### src/rtl/hazard_controller.sv
// Hazard and sequencing unit for the 5-stage pipelined ARM datapath: forwarding
// selects, stall/flush control, PCSrc pipeline and data-memory wait handshake.
module hazard_controller #(
    parameter int COUNT_W  = 16,
    parameter int MAX_WAIT = 8
) (
    input  logic               clk,
    input  logic               reset,
    input  logic [4:0]         match,
    input  logic               RegWriteM,
    input  logic               RegWriteW,
    input  logic               MemtoRegE,
    input  logic               PCSrcD,
    input  logic               BranchTakenE,
    input  logic               mem_req_m,
    input  logic               mem_ready,
    output logic [1:0]         ForwardAE,
    output logic [1:0]         ForwardBE,
    output logic               StallF,
    output logic               StallD,
    output logic               StallE,
    output logic               StallM,
    output logic               FlushD,
    output logic               FlushE,
    output logic               FlushW,
    output logic               PCSrcW,
    output logic [COUNT_W-1:0] stall_count,
    output logic               mem_timeout
);

    typedef enum logic {
        RUN,
        MEMWAIT
    } state_t;

    state_t     state;
    state_t     state_next;
    logic       pcs_e;
    logic       pcs_m;
    logic       pcs_w;
    logic [7:0] wait_cnt;
    logic       wait_now;
    logic       ldr_stall;
    logic       pc_pend;

    logic m12_de;
    logic m1_em;
    logic m2_em;
    logic m1_ew;
    logic m2_ew;

    assign {m12_de, m1_em, m2_em, m1_ew, m2_ew} = match;

    assign ldr_stall = m12_de & MemtoRegE;
    assign pc_pend   = PCSrcD | pcs_e | pcs_m;
    assign PCSrcW    = pcs_w;

    // M-stage result takes priority over W since it is the younger write
    always_comb begin
        ForwardAE = 2'b00;
        ForwardBE = 2'b00;
        if (m1_em & RegWriteM)
            ForwardAE = 2'b10;
        else if (m1_ew & RegWriteW)
            ForwardAE = 2'b01;
        if (m2_em & RegWriteM)
            ForwardBE = 2'b10;
        else if (m2_ew & RegWriteW)
            ForwardBE = 2'b01;
    end

    always_comb begin
        state_next = state;
        wait_now   = 1'b0;
        case (state)
            RUN: begin
                if (mem_req_m & ~mem_ready) begin
                    state_next = MEMWAIT;
                    wait_now   = 1'b1;
                end
            end
            MEMWAIT: begin
                wait_now = 1'b1;
                if (mem_ready)
                    state_next = RUN;
            end
        endcase
    end

    // A memory wait freezes everything; E re-evaluates branch/load hazards once released
    always_comb begin
        StallF = 1'b0;
        StallD = 1'b0;
        StallE = 1'b0;
        StallM = 1'b0;
        FlushD = 1'b0;
        FlushE = 1'b0;
        FlushW = 1'b0;
        if (wait_now) begin
            StallF = 1'b1;
            StallD = 1'b1;
            StallE = 1'b1;
            StallM = 1'b1;
            FlushW = 1'b1;
        end else begin
            StallF = ldr_stall | pc_pend;
            StallD = ldr_stall;
            FlushD = pc_pend | pcs_w | BranchTakenE;
            FlushE = ldr_stall | BranchTakenE;
        end
    end

    always_ff @(posedge clk) begin
        if (reset) begin
            state       <= RUN;
            pcs_e       <= 1'b0;
            pcs_m       <= 1'b0;
            pcs_w       <= 1'b0;
            wait_cnt    <= 8'd0;
            stall_count <= '0;
            mem_timeout <= 1'b0;
        end else begin
            state <= state_next;

            if (FlushE)
                pcs_e <= 1'b0;
            else if (!StallE)
                pcs_e <= PCSrcD;

            if (!StallM)
                pcs_m <= pcs_e;

            if (FlushW)
                pcs_w <= 1'b0;
            else if (!StallM)
                pcs_w <= pcs_m;

            if (state == RUN && state_next == MEMWAIT)
                wait_cnt <= 8'd0;
            else if (state == MEMWAIT && wait_cnt != 8'hFF)
                wait_cnt <= wait_cnt + 8'd1;

            if (state == MEMWAIT && wait_cnt == 8'(MAX_WAIT - 1))
                mem_timeout <= 1'b1;

            if (StallF && stall_count != {COUNT_W{1'b1}})
                stall_count <= stall_count + COUNT_W'(1);
        end
    end

endmodule

### config.mk
export PLATFORM = sky130hd
export DESIGN_NAME = hazard_controller
export DESIGN_NICKNAME = d
export VERILOG_FILES = /design/src/rtl/hazard_controller.sv
export SDC_FILE = /design/constraint.sdc
export NUM_CORES = 1
export LEC_CHECK = 0
export CAP_MARGIN = 20
export CELL_PAD_IN_SITES_DETAIL_PLACEMENT = 2
export CELL_PAD_IN_SITES_GLOBAL_PLACEMENT = 2
export CORE_MARGIN = 5
export CORE_UTILIZATION = 29
export CTS_CLUSTER_SIZE = 20
export DETAILED_ROUTE_END_ITERATION = 8
export PLACE_DENSITY_LB_ADDON = 0.1
export SETUP_SLACK_MARGIN = 0.02
export SLEW_MARGIN = 5
export SYNTH_ARGS = -nofsm -noshare
export SYNTH_HDL_FRONTEND = slang
export SYNTH_SLANG_ARGS = --single-unit
### constraint.sdc
create_clock -name clk -period 4.2 [get_ports clk]
set_input_delay 0.84 -clock clk [delete_from_list [all_inputs] [get_ports clk]]
set_output_delay 0.84 -clock clk [all_outputs]
set_load 0.05 [all_outputs]
==> flow_summary.ini <==
[yosys]
ys_ff_latch = 29
ys.flop_type = dfxtp_1
syn_area_sq_mm = 0.001523
yosysSeqAreaShare_pct = 38.13
synth-edff-count = 0
synthCells = 184
ys_types = 36
avgSynthCellArea_sq_um = 8.276
synthesis.nets = 200
synthArstFlopShare_pct = 0
ys_warn_count = 0

[final_layout]
drive_above_1_share_pct = 8.370
mostFrequentLayoutCell = clkdlybuf4s50_1
syn_to_final_growth_pct = 37.72
utilization_pct = 41.06
n_fill_cell = 593
n_antenna_cell = 0
final_cell_mix = 42 x clkdlybuf4s50_1, 29 x dfxtp_1, 18 x nor2_1
final_area_sq_mm = 0.002097
nets = 242

[timing]
relSlewSlack_pct = 56.03
fin_crit_ns = 3.804
period_share_pct = 90.58
slew_viol_final = 0
finClkSkew_ns = 0.004251
finalHoldViolCount = 0
rsz0062_at_grt = false
fin_setup_tns_ns = 0
max_freq_ghz = 0.2629
setup_viol = 0
tightestPinTransition_ns = 0.6582

[critical_path]
required_ns = 3.36
critPathMaxStageDelay_ns = 0.83
path_class = input port to primary output
cp_cell_sequence = clkdlybuf4s50_1 -> nand2b_1 -> nor2b_1 -> inv_1 -> nor2_1 -> clkdlybuf4s50_1
cp_top_family = buffers and inverters
start_kind = input port
path_common_cell = clkdlybuf4s50_1
worstPathMaxFanout = 7
critPathBufInv = 3
crit_arrival_ns = 2.96
cp-end-kind = primary output
slowest_stage = clkdlybuf4s50_1

[clock_network]
hold_buffers = 0
ctsRootBufferMaster = clkbuf_8
path_clk_slew_ns = 0.06
clk_latency_ns = 0.28
post_cts_buffers = 0
ctsResizeCount = 0
cts_tree = built
clock-sinks = 29
htree_levels = 2
clockBufferDepth = 2
cts_buffers = 5

[min_path]
hold_class = register to register

[global_route]
grt_pass1_vias = 1692
grt_use_total_pct = 15.38
antenna_found_initial = 0
grt_pass1_wl_um = 8073
grt_overflow_total = 0
grt_max_degree = 29

[floorplan]
rows = 26
start_util_pct = 29.81
die_x_um = 82.46
core_area_sq_mm = 0.005107
io_pins = 43
dieArea_sq_mm = 0.006800
fp.dieH_um = 82.46

[route]
wl_per_cell_um = 16.11
antenna_left = 0
vias = 1536
drc = 0
dr.pass1.iters = 4
drt_iter0_markers = 32
wirelength_um = 4786
vias_per_cell = 5.172

[place]
place_area_sq_mm = 0.001996
hpwl_um = 3667
io_buffers = 42
gp_congestion = 0.7874

[power]
p_switching_uw = 183.5
p_sw_share_pct = 28.17
power.density_mw_per_mm2 = 310.7
comb_power_share_pct = 17.0
p_leak_uw = 0.0007073
ir_drop_mv = 0.1810
power_frac_seq_pct = 43.9
p_int_uw = 468.0
pwr-share-clk_pct = 39.1

[status]
status = finished, final reports clean

[job]
maxCapViolations = 0
-- synth_stat cells, drive strengths merged, types with 3 or more instances --
library cell / number / area, sq um
dfxtp: 29 / 580.6
nor2: 18 / 67.56
nand2: 16 / 60.06
a21oi: 14 / 70.07
nor4: 9 / 56.30
nand3: 8 / 40.04
o31ai: 8 / 60.06
or4: 8 / 60.06
buf: 7 / 52.54
nor2b: 7 / 43.79
mux2: 6 / 67.56
nand4: 6 / 37.54
inv: 5 / 18.77
o21ai: 5 / 25.02
and2: 4 / 25.02
and3: 3 / 18.77
clkbuf: 3 / 11.26
mux2i: 3 / 30.03
nor3: 3 / 15.01
or3: 3 / 18.77
xor2: 3 / 26.28
-- worst register-to-register path, cell delays in order, from the launching register on --
cell and delay, ns:
dfxtp_1 0.41, ha_1 0.23, nand4_1 0.16, nor4_2 0.55
buf_4 0.30, nor4_1 0.08, mux2_2 0.27
-- sequential cells by signal, indices dropped and copies added (netlist names) --
signal,cells
pcs_e,1
stall_count,16
pcs_m,1
mem_timeout,1
PCSrcW,1
wait_cnt,8
state,1
-- stage by stage --
step                      total power [uW]  hold slack, ns  setup WS [ns]  std cells
after floorplan                      363.4          0.4446         0.9882        184
after global placement               400.0          0.4629         0.4989        289
after detailed placement             404.3          0.4777         0.3833        289
after CTS                            664.6          0.4880         0.3789        297
after global routing                 682.9          0.5088         0.2417        297
final                                651.5          0.4818         0.3957        297
-- metal layers --
metal	GRT usage [%]	up-vias	routed length, um
met5	0	-	0
met4	3.987	0	55
met3	4.121	7	165
met2	28.37	23	2542
met1	17.28	747	2022
li1	-	759	-
-- power by group through the flow --
stage	Sequential (uW)	Combinational, uW	Clock, uW
6_report	286	111	254
3_3_place_gp	292	108	0
3_5_place_dp	292	112	0
5_1_grt	287	118	277
4_1_cts	286	112	266
2_1_floorplan	301	61.9	0
-- worst paths after layout --
path	start	to	slack (ns)	cells past startpoint
worst min-delay path	pcs_e$_SDFFE_PP0N_	pcs_m$_SDFFE_PP0N_	0.48	2
worst min register to register	pcs_e$_SDFFE_PP0N_	pcs_m$_SDFFE_PP0N_	0.48	2
worst max-delay path	mem_ready	FlushE	0.40	6
worst max register to register	stall_count[0]$_SDFFE_PP0P_	stall_count[9]$_SDFFE_PP0P_	2.10	6
-- cells by family (layout without fill, tap and decap cells) --
family / Yosys count / in the layout / share of synthesized area (%)
fa+ha+maj: 2 / 2 / 1.643
simple gates: 93 / 93 / 33.28
buf+inv: 15 / 58 / 5.423
flops: 29 / 29 / 38.13
mux: 9 / 9 / 6.409
compound gates: 33 / 33 / 13.39
xor+xnor: 3 / 3 / 1.726
-- cell type report --
class	instances	area, sq um	area share, %
timing repair buffer	45	442.9	21.12
sequential	29	580.6	27.68
clock buffer	7	96.34	4.594
inverter	5	18.77	0.8950
multi-input combinational	140	865.8	41.29
clock inverter	1	5.005	0.2387
tap	70	87.58	4.177
Note: power is estimated with default switching activity, not from simulation.
